--- config.mk ---
export PLATFORM = sky130hd
export DESIGN_NAME = sr_bank_writer
export DESIGN_NICKNAME = d
export VERILOG_FILES = /design/src/rtl/sr_bank_writer_pkg.sv /design/src/rtl/sr_settle_counter.sv /design/src/rtl/sr_bank_writer.sv
export SDC_FILE = /design/constraint.sdc
export NUM_CORES = 1
export LEC_CHECK = 0
export CORE_MARGIN = 5
export CORE_UTILIZATION = 49
export DETAILED_ROUTE_END_ITERATION = 16
export PLACE_DENSITY = 0.74
export RECOVER_POWER = 100
export SLEW_MARGIN = 20
export SYNTH_ARGS = -nofsm -noshare
export SYNTH_HDL_FRONTEND = slang
export SYNTH_SLANG_ARGS = --single-unit
export TNS_END_PERCENT = 10
--- constraint.sdc ---
create_clock -name Clk -period 2 [get_ports Clk]
set_input_delay 0.4 -clock Clk [delete_from_list [all_inputs] [get_ports Clk]]
set_output_delay 0.4 -clock Clk [all_outputs]
set_load 0.02 [all_outputs]
--- src/rtl/sr_bank_writer_pkg.sv ---
// Shared definitions for the SR-flip-flop bank writer: FSM encoding,
// per-bit excitation helper and parameter limits.
package sr_bank_writer_pkg;

   localparam int SETTLE_MIN = 1;

   typedef enum logic [2:0] {
      ST_CLEAR  = 3'd0,
      ST_IDLE   = 3'd1,
      ST_DRIVE  = 3'd2,
      ST_SETTLE = 3'd3,
      ST_CHECK  = 3'd4
   } state_e;

   // Returns {S, R} for one bit: set only on a 0->1 change, reset only on 1->0.
   function automatic logic [1:0] sr_excite(input logic target, input logic shadow);
      return {target & ~shadow, ~target & shadow};
   endfunction

endpackage

--- src/rtl/sr_settle_counter.sv ---
// Down-counter that times the settle window after an SR excitation pulse.
module sr_settle_counter #(
   parameter int W = 2
) (
   input  logic         clk_i,
   input  logic         rst_i,
   input  logic         load_i,
   input  logic [W-1:0] load_val_i,
   input  logic         dec_i,
   output logic         zero_o
);

   logic [W-1:0] cnt_q;
   logic [W-1:0] cnt_d;

   always_comb begin
      cnt_d = cnt_q;
      if (load_i)
         cnt_d = load_val_i;
      else if (dec_i && (cnt_q != '0))
         cnt_d = cnt_q - W'(1);
   end

   // NOTE: state registers take non-blocking assignments so every flop samples pre-edge values.
   always_ff @(posedge clk_i or posedge rst_i) begin
      if (rst_i)
         cnt_q <= '0;
      else
         cnt_q <= cnt_d;
   end

   assign zero_o = (cnt_q == '0);

endmodule

--- src/rtl/sr_bank_writer.sv ---
// Turns a requested bank word into one-cycle S/R excitation, waits for the
// bank to settle and verifies the read-back, keeping a shadow of the bank.
module sr_bank_writer
   import sr_bank_writer_pkg::*;
#(
   parameter int WIDTH  = 8,
   parameter int SETTLE = 2
) (
   input  logic             Clk,
   input  logic             Rst,
   input  logic             wr_valid,
   input  logic [WIDTH-1:0] wr_data,
   output logic             wr_ready,
   output logic [WIDTH-1:0] S,
   output logic [WIDTH-1:0] R,
   input  logic [WIDTH-1:0] Q_fb,
   output logic             done,
   output logic             err
);

   localparam int CNT_W = $clog2(SETTLE) + 1;

   if (SETTLE < SETTLE_MIN) begin : g_settle_check
      $error("sr_bank_writer: SETTLE must be at least 1");
   end

   state_e           state_q, state_d;
   logic [WIDTH-1:0] s_q, s_d, r_q, r_d;
   logic [WIDTH-1:0] shadow_q, shadow_d, target_q, target_d;
   logic             ready_q, ready_d, done_q, done_d, err_q, err_d;
   logic             cnt_load, cnt_dec, cnt_zero;

   sr_settle_counter #(.W(CNT_W)) u_settle (
      .clk_i      (Clk),
      .rst_i      (Rst),
      .load_i     (cnt_load),
      .load_val_i (CNT_W'(SETTLE - 1)),
      .dec_i      (cnt_dec),
      .zero_o     (cnt_zero)
   );

   // Outputs are registered from the next state, so they line up with state_q.
   // NOTE: every combinational output gets a default first so no latch is inferred.
   always_comb begin
      state_d  = state_q;
      s_d      = '0;
      r_d      = '0;
      ready_d  = 1'b0;
      done_d   = 1'b0;
      err_d    = 1'b0;
      shadow_d = shadow_q;
      target_d = target_q;
      cnt_load = 1'b0;
      cnt_dec  = 1'b0;
      unique case (state_q)
         ST_CLEAR: begin
            // r_q is zero out of reset, so the all-ones clear pulse lasts one cycle.
            if (r_q == {WIDTH{1'b1}}) begin
               state_d = ST_IDLE;
               ready_d = 1'b1;
            end else begin
               r_d = {WIDTH{1'b1}};
            end
         end
         ST_IDLE: begin
            if (wr_valid && ready_q) begin
               state_d  = ST_DRIVE;
               target_d = wr_data;
               for (int i = 0; i < WIDTH; i++)
                  {s_d[i], r_d[i]} = sr_excite(wr_data[i], shadow_q[i]);
            end else begin
               ready_d = 1'b1;
            end
         end
         ST_DRIVE: begin
            state_d  = ST_SETTLE;
            cnt_load = 1'b1;
         end
         ST_SETTLE: begin
            if (cnt_zero) begin
               state_d = ST_CHECK;
               done_d  = 1'b1;
               if (Q_fb == target_q) begin
                  shadow_d = target_q;
               end else begin
                  err_d    = 1'b1;
                  shadow_d = Q_fb;
               end
            end else begin
               cnt_dec = 1'b1;
            end
         end
         ST_CHECK: begin
            state_d = ST_IDLE;
            ready_d = 1'b1;
         end
         default: state_d = ST_CLEAR;
      endcase
   end

   always_ff @(posedge Clk or posedge Rst) begin
      if (Rst) begin
         state_q  <= ST_CLEAR;
         s_q      <= '0;
         r_q      <= '0;
         ready_q  <= 1'b0;
         done_q   <= 1'b0;
         err_q    <= 1'b0;
         shadow_q <= '0;
         target_q <= '0;
      end else begin
         state_q  <= state_d;
         s_q      <= s_d;
         r_q      <= r_d;
         ready_q  <= ready_d;
         done_q   <= done_d;
         err_q    <= err_d;
         shadow_q <= shadow_d;
         target_q <= target_d;
      end
   end

   assign S        = s_q;
   assign R        = r_q;
   assign wr_ready = ready_q;
   assign done     = done_q;
   assign err      = err_q;

endmodule

==> results of run 1 <==
-- metal layers --
layer,vias up,part of all wire (%)
met4,0,1.5
met2,28,50
li1,533,-
met3,7,5.1
met5,-,0
met1,553,44
-- cells in the final DEF (no fill, tap or decap) --
cell type        count
nand4_1              2
nor3b_1              8
and3b_1              1
xor2_1               8
nand2b_4             1
mux2_1               4
nor2_4               1
a22oi_1              1
bufinv_16            1
dfrtp_1             40
clkbuf_2             1
nor2_1               1
inv_1                4
nand4b_1             1
ha_1                 1
clkbuf_4             5
clkbuf_8             2
a21oi_1              3
or2_1                1
a21o_1               1
and4bb_2             1
a21o_2               2
o21ai_0             10
mux2_2              12
and3_1               1
o31a_2               1
nand2_1              4
inv_6                1
o31ai_1              1
nor4_1               2
nor3_1               1
nand4_2              1
a22o_2               1
dlygate4sd3_1       21
buf_4                2
clkdlybuf4s50_1     16
nand2b_1             8
-- area by class of cell --
| class | count | area (sq um) |
|---|---|---|
| clock buffer | 7 | 65.1 |
| multi-input combinational | 79 | 627 |
| inverter | 5 | 23.8 |
| timing repair buffer | 40 | 390 |
| clock inverter | 1 | 30.0 |
| fill | 289 | 1170 |
| sequential | 40 | 1000 |
| tap | 46 | 57.6 |
-- stage by stage --
stage / power [mW] / setup WS, ps / hold WS, ps / util (%) / instance area (sq um)
final: 3.01 / 116 / 472 / 65.3 / 2190
after detailed placement: 2.55 / 162 / 455 / 63.2 / 2130
after global routing: 3.21 / 29.9 / 493 / 65.3 / 2190
after floorplan: 2.14 / 413 / 427 / - / 1730
after global placement: 2.49 / 163 / 450 / 63.2 / 2130
after CTS: 3.14 / 128 / 468 / 66.0 / 2220
-- registers in the layout, summed over array words and instances (netlist names) --
signal	cells
wr_ready	1
err	1
done	1
u_settle.cnt_q	2
target_q	8
R	8
S	8
shadow_q	8
state_q	3
-- logic make-up (layout without fill, tap and decap cells) --
family,count (synthesis),after routing
AO/OA/AOI/OAI,20,20
multiplexers,16,16
flip-flops,40,40
adder cells (fa/ha/maj),1,1
buffers and inverters,11,53
AND/OR/NAND/NOR,34,34
XOR/XNOR,8,8
-- where the power goes --
part           internal (mW)  switching [mW]  leakage, nW
clock                  0.332           0.257       0.0515
combinational          0.541           0.530        0.458
sequential              1.12           0.231        0.503
total                   1.99            1.02         1.01
-- Yosys cell counts (all sizes together) --
library cell	count	share of area, %
a22oi	1	0.43
and4bb	1	0.72
or2	1	0.36
a21oi	3	0.87
nor3	1	0.29
o21ai	10	2.9
ha	1	0.72
a22o	1	0.58
o31a	1	0.58
and3	1	0.36
nor2	2	0.87
clkbuf	1	0.22
nand2b	9	3.7
and3b	1	0.51
nor4	2	0.72
inv	5	1.4
xor2	8	4.1
a21o	3	1.4
buf	5	2.8
nand2	4	0.87
mux2	16	11
nor3b	8	3.5
nand4	3	2.0
o31ai	1	0.43
dfrtp	40	58
nand4b	1	0.51
-- worst max-delay path by stage --
| stage | from | end |
|---|---|---|
| 2_1_floorplan | u_settle.cnt_q[0]$_DFFE_PP0P_ | shadow_q[3]$_DFFE_PP0P_ |
| 3_3_place_gp | wr_valid | target_q[1]$_DFFE_PP0P_ |
| 3_5_place_dp | wr_valid | target_q[1]$_DFFE_PP0P_ |
| 4_1_cts | wr_ready$_DFF_PP0_ | wr_ready |
| 5_1_grt | state_q[1]$_DFFE_PP0P_ | target_q[5]$_DFFE_PP0P_ |
| 6_report | wr_ready$_DFF_PP0_ | wr_ready |
==> flow_metrics.env, run 1 <==
export IMPL_timing_rr_end="target_q[5]$_DFFE_PP0P_"
export IMPL_cp_data_arrival_time_ps=1480
export IMPL_muxShareOfSynthArea_pct=11.3
export IMPL_cts_root_buf="clkbuf_4"
export IMPL_grt_pass1_vias=1231
export IMPL_area_delta_synth_final_pct=27.0
export IMPL_rows=21
export IMPL_outcome="complete, no violations"
export IMPL_maxCapViolCount=0
export IMPL_path_class="flip-flop to primary output"
export IMPL_antenna_found_initial=0
export IMPL_synthSimpleGateAreaFrac_pct=14.3
export IMPL_fp_dieW_microns=69.4
export IMPL_rsz0062_at_grt="no"
export IMPL_numPortBuffers=37
export IMPL_powerDensity_nw_per_um2=1370
export IMPL_crit_cells=1
export IMPL_syn_avg_cell_area_sq_um=13.3
export IMPL_die_h_microns=69.4
export IMPL_grt_total_usage_pct=15.5
export IMPL_synth_compound_area_share_pct=7.24
export IMPL_grtUsageMet3_pct=5.36
export IMPL_grt_pass1_wl_microns=5960
export IMPL_path_clk_slew_ps=120
export IMPL_path_max_fanout=5
export IMPL_grt_max_degree=41
export IMPL_viasPerCell=5.14
export IMPL_start_kind="flip-flop"
export IMPL_fin_cells=218
export IMPL_initial_core_util_pct=51.4
export IMPL_synth_seq_cells=40
export IMPL_ys_types=34
export IMPL_core_area_sq_um=3360
export IMPL_cp_slowest_cell="dlygate4sd3_1"
export IMPL_cts_sinks=40
export IMPL_firstDrtPassIters=6
export IMPL_hpwl_microns=2480
export IMPL_num_vias=1121
export IMPL_hold_buffers=0
export IMPL_synth_top_family_by_area="simple AND/OR/NAND/NOR gates"
export IMPL_final_setup_viol_count=0
export IMPL_ys_seq_area_share_pct=57.9
export IMPL_clkLatencyLatePin_ps=350
export IMPL_busiest_layer="met2"
export IMPL_period_minus_slack_ps=1880
export IMPL_dieArea_sq_um=4810
export IMPL_ir_drop_mv=0.779
export IMPL_cp_buffers_inverters=1
export IMPL_fin_crit_sh_pct=94.2
export IMPL_drv_slew=0
export IMPL_dp_cells=210
export IMPL_drc=0
export IMPL_cp_data_required_time_ps=1600
export IMPL_hp_class="flip-flop to flip-flop"
export IMPL_path_delay_family="buffers and inverters"
export IMPL_cts_max_path_buffers=2
export IMPL_drt_initial_drc_count=64
export IMPL_worstSetupEndpointType="primary output"
export IMPL_wl_per_cell_microns=15.4
export IMPL_yosys_area_share_xor_xnor_pct=4.06
export IMPL_maxSlewHeadroom_pct=35.8
export IMPL_skew_ps=9.08
export IMPL_hold_path_end="S[3]$_DFF_PP0_"
export IMPL_hold_depth=1
export IMPL_grt_overflow=0
export IMPL_reg2reg_slack_ps=170
export IMPL_diodes=0
export IMPL_max_stage_delay_ps=700
export IMPL_h_tree_depth=2
export IMPL_synth_adder_area_share_pct=0.724
export IMPL_yosysWarnings=0
export IMPL_holdCritStartpoint="shadow_q[3]$_DFFE_PP0P_"
export IMPL_use_met1_pct=18.9
export IMPL_cts_tree="built"
export IMPL_crit_chain="dlygate4sd3_1"
export IMPL_antenna_left=0
export IMPL_drive_above_1_share_pct=18.6
export IMPL_post_cts_setup_buffer_count=0
export IMPL_mappedNetlistNets=150
export IMPL_finalHoldViolations=0
export IMPL_leakagePower_nw=1.01
export IMPL_fin_setup_tns_ps=0
export IMPL_routabilityCongestion=0.818
export IMPL_finalNetCount=191
export IMPL_cts_resized=0
export IMPL_netlist_area_sq_um=1730
export IMPL_r2r_cells=4
export IMPL_worst_pin_slew_ps=963
export IMPL_wl_microns=3360
export IMPL_met2_usage_pct=25.2
export IMPL_cts_buffers=5
export IMPL_ioPinCount=38
export IMPL_syn_inst=130
export IMPL_fmax_mhz=531
export IMPL_r2r_start="state_q[1]$_DFFE_PP0P_"
(Power assumes the default switching activity.)
==> run 2, diff against run 1 <==
--- a/config.mk
+++ b/config.mk
@@ -13,5 +13,6 @@
 export SLEW_MARGIN = 20
 export SYNTH_ARGS = -nofsm -noshare
 export SYNTH_HDL_FRONTEND = slang
+export SYNTH_HIERARCHICAL = 1
 export SYNTH_SLANG_ARGS = --single-unit
 export TNS_END_PERCENT = 10
==> flow_metrics.env, run 2 <==
export IMPL_final_common_cell="dfrtp_1"
export IMPL_worstSetupEndpointType="primary output"
export IMPL_switching_share_pct=35.3
export IMPL_hpwl_microns=2410
export IMPL_regArea_sq_um=1000
export IMPL_crit_chain="dlygate4sd3_1"
export IMPL_finalHoldViolations=0
export IMPL_ir_drop_mv=0.592
export IMPL_yosys_top_cells_count="dfrtp_1, mux2_2, nand2b_1, nor3b_1"
export IMPL_h_tree_depth=2
export IMPL_routabilityCongestion=0.811
export IMPL_drv_slew=0
export IMPL_fin_cells=221
export IMPL_synthFlopType="dfrtp_1"
export IMPL_cts_sinks=40
export IMPL_skew_ps=8.58
export IMPL_area_delta_synth_final_pct=25.1
export IMPL_syn_inst=133
export IMPL_finalNetCount=194
export IMPL_numPortBuffers=37
export IMPL_cp_buffers_inverters=1
export IMPL_antenna_found_initial=0
export IMPL_maxSlewHeadroom_pct=39.7
export IMPL_seq_power_share_pct=47.5
export IMPL_path_clk_slew_ps=110
export IMPL_grt_pass1_wl_microns=5630
export IMPL_final_setup_viol_count=0
export IMPL_synth_area_leaders="dfrtp_1, mux2_2, xor2_1"
export IMPL_mappedNetlistNets=153
export IMPL_netlist_area_sq_um=1730
export IMPL_worst_pin_slew_ps=894
export IMPL_drc=0
export IMPL_p_clk_share_pct=14.7
export IMPL_drt_initial_drc_count=52
export IMPL_cts_buffers=5
export IMPL_yosysWarnings=6
export IMPL_yosysMostFrequentCell="dfrtp_1"
export IMPL_maxCapViolCount=0
export IMPL_clkLatencyLatePin_ps=340
export IMPL_dieArea_sq_um=4810
export IMPL_core_area_sq_um=3360
export IMPL_viasPerCell=5.00
export IMPL_cts_root_buf="clkbuf_4"
export IMPL_place_area_sq_um=2130
export IMPL_multi_input_area_sq_um=636
export IMPL_grt_max_degree=39
export IMPL_grt_overflow=0
export IMPL_fin_crit_sh_pct=90.4
export IMPL_wl_microns=3230
export IMPL_antenna_left=0
export IMPL_fillers=298
export IMPL_cts_max_path_buffers=2
export IMPL_cp_slowest_cell="dlygate4sd3_1"
export IMPL_initial_core_util_pct=51.3
export IMPL_post_cts_setup_buffer_count=0
export IMPL_synth_edf_count=0
export IMPL_num_vias=1104
export IMPL_grt_total_usage_pct=14.9
export IMPL_powerDensity_nw_per_um2=1330
export IMPL_hp_class="input pin to asynchronous set/reset pin"
export IMPL_dp_cells=213
export IMPL_yosysTopAreaCellShare_pct=58.0
export IMPL_ys_seq_area_share_pct=58.0
export IMPL_fp_dieW_microns=69.3
export IMPL_cts_tree="built"
export IMPL_r2r_start="u_settle/cnt_q[0]$_DFFE_PP0P_"
export IMPL_outcome="complete, no violations"
export IMPL_max_stage_delay_ps=660
export IMPL_path_class="flip-flop to primary output"
export IMPL_ioPinCount=38
export IMPL_cts_resized=0
export IMPL_rows=21
export IMPL_cp_data_required_time_ps=1600
export IMPL_fin_area_sq_um=2160
export IMPL_wl_per_cell_microns=14.6
export IMPL_synth_seq_cells=40
export IMPL_intPower_mw=1.86
export IMPL_die_h_microns=69.3
export IMPL_rsz0062_at_grt="no"
export IMPL_critPathLaunch="R[1]$_DFF_PP0_"
export IMPL_firstDrtPassIters=4
export IMPL_period_minus_slack_ps=1810
export IMPL_drive_above_1_share_pct=13.7
export IMPL_fin_setup_tns_ps=0
export IMPL_start_kind="flip-flop"
export IMPL_grt_pass1_vias=1201
export IMPL_fmax_mhz=553
export IMPL_switching_power_mw=1.01
export IMPL_hold_buffers=0
export IMPL_cp_data_arrival_time_ps=1410
export IMPL_final_cell_mix="dfrtp_1, dlygate4sd3_1, clkdlybuf4s50_1"
export IMPL_yosysTopAreaCell="dfrtp_1"
export IMPL_leakagePower_nw=0.995
export IMPL_async_reset_ff_share_pct=100
export IMPL_path_max_fanout=2
export IMPL_path_delay_family="buffers and inverters"
export IMPL_p_comb_share_pct=37.8
export IMPL_syn_avg_cell_area_sq_um=13.0
export IMPL_diodes=0
export IMPL_ys_types=34
-- run 2: power groups by stage --
stage	Sequential [mW]	Clock [mW]	Combinational, mW
final	1.36	0.421	1.09
after global routing	1.41	0.482	1.20
after CTS	1.38	0.429	1.21
after detailed placement	1.39	0	1.20
after global placement	1.37	0	1.16
after floorplan	1.43	0	0.733
-- run 2: through the flow --
step / power (mW) / worst slack, ps / hold WS [ps] / util (%)
2_1_floorplan: 2.17 / 437 / 141 / -
3_3_place_gp: 2.53 / 210 / 442 / 63.4
3_5_place_dp: 2.59 / 175 / 445 / 63.4
4_1_cts: 3.01 / 236 / 213 / 65.1
5_1_grt: 3.09 / 112 / 364 / 64.2
6_report: 2.87 / 193 / 353 / 64.2
-- run 2: final cells by class --
cell class,instances,share of cell area [%]
Clock buffer,8,2.72
Inverter,6,1.04
Multi-Input combinational cell,82,29.4
Sequential cell,40,46.4
Tap cell,46,2.67
Timing Repair Buffer,39,17.7
-- run 2: layer usage --
metal | routed length (microns) | GRT usage [%]
met1 | 1320 | 17.5
met2 | 1710 | 25.1
met3 | 166 | 5.94
met4 | 27 | 4.56
met5 | 0 | 0
-- run 2: logic make-up (layout without fill, tap and decap cells) --
| kind of cell | count (synthesis) | count (layout) | share of synthesized area (%) |
|---|---|---|---|
| flip-flops | 40 | 40 | 58.0 |
| AND/OR/NAND/NOR | 36 | 36 | 15.1 |
| AO/OA/AOI/OAI | 19 | 19 | 6.89 |
| multiplexers | 16 | 16 | 11.3 |
| buffers and inverters | 11 | 53 | 3.48 |
| XOR/XNOR | 8 | 8 | 4.06 |
| other | 2 | 2 | 0.435 |
| adder cells (fa/ha/maj) | 1 | 1 | 0.725 |
-- run 2: final timing paths --
kind | endpoint | slack (ps) | cells after the start
max | R[1] | 190 | 1
max in group asynchronous | S[0]$_DFF_PP0_ | 660 | 3
min reg2reg | S[4]$_DFF_PP0_ | 460 | 1
max reg2reg | shadow_q[2]$_DFFE_PP0P_ | 240 | 5
min in group Clk | S[4]$_DFF_PP0_ | 460 | 1
min | u_settle/cnt_q[1]$_DFFE_PP0P_ | 350 | 2
-- run 2: worst reg2reg max path, stage by stage, from the launching register on --
cell	delay, ps
dfrtp_1	410
inv_1	60
ha_1	280
nand3_1	320
inv_2	220
mux2_2	350
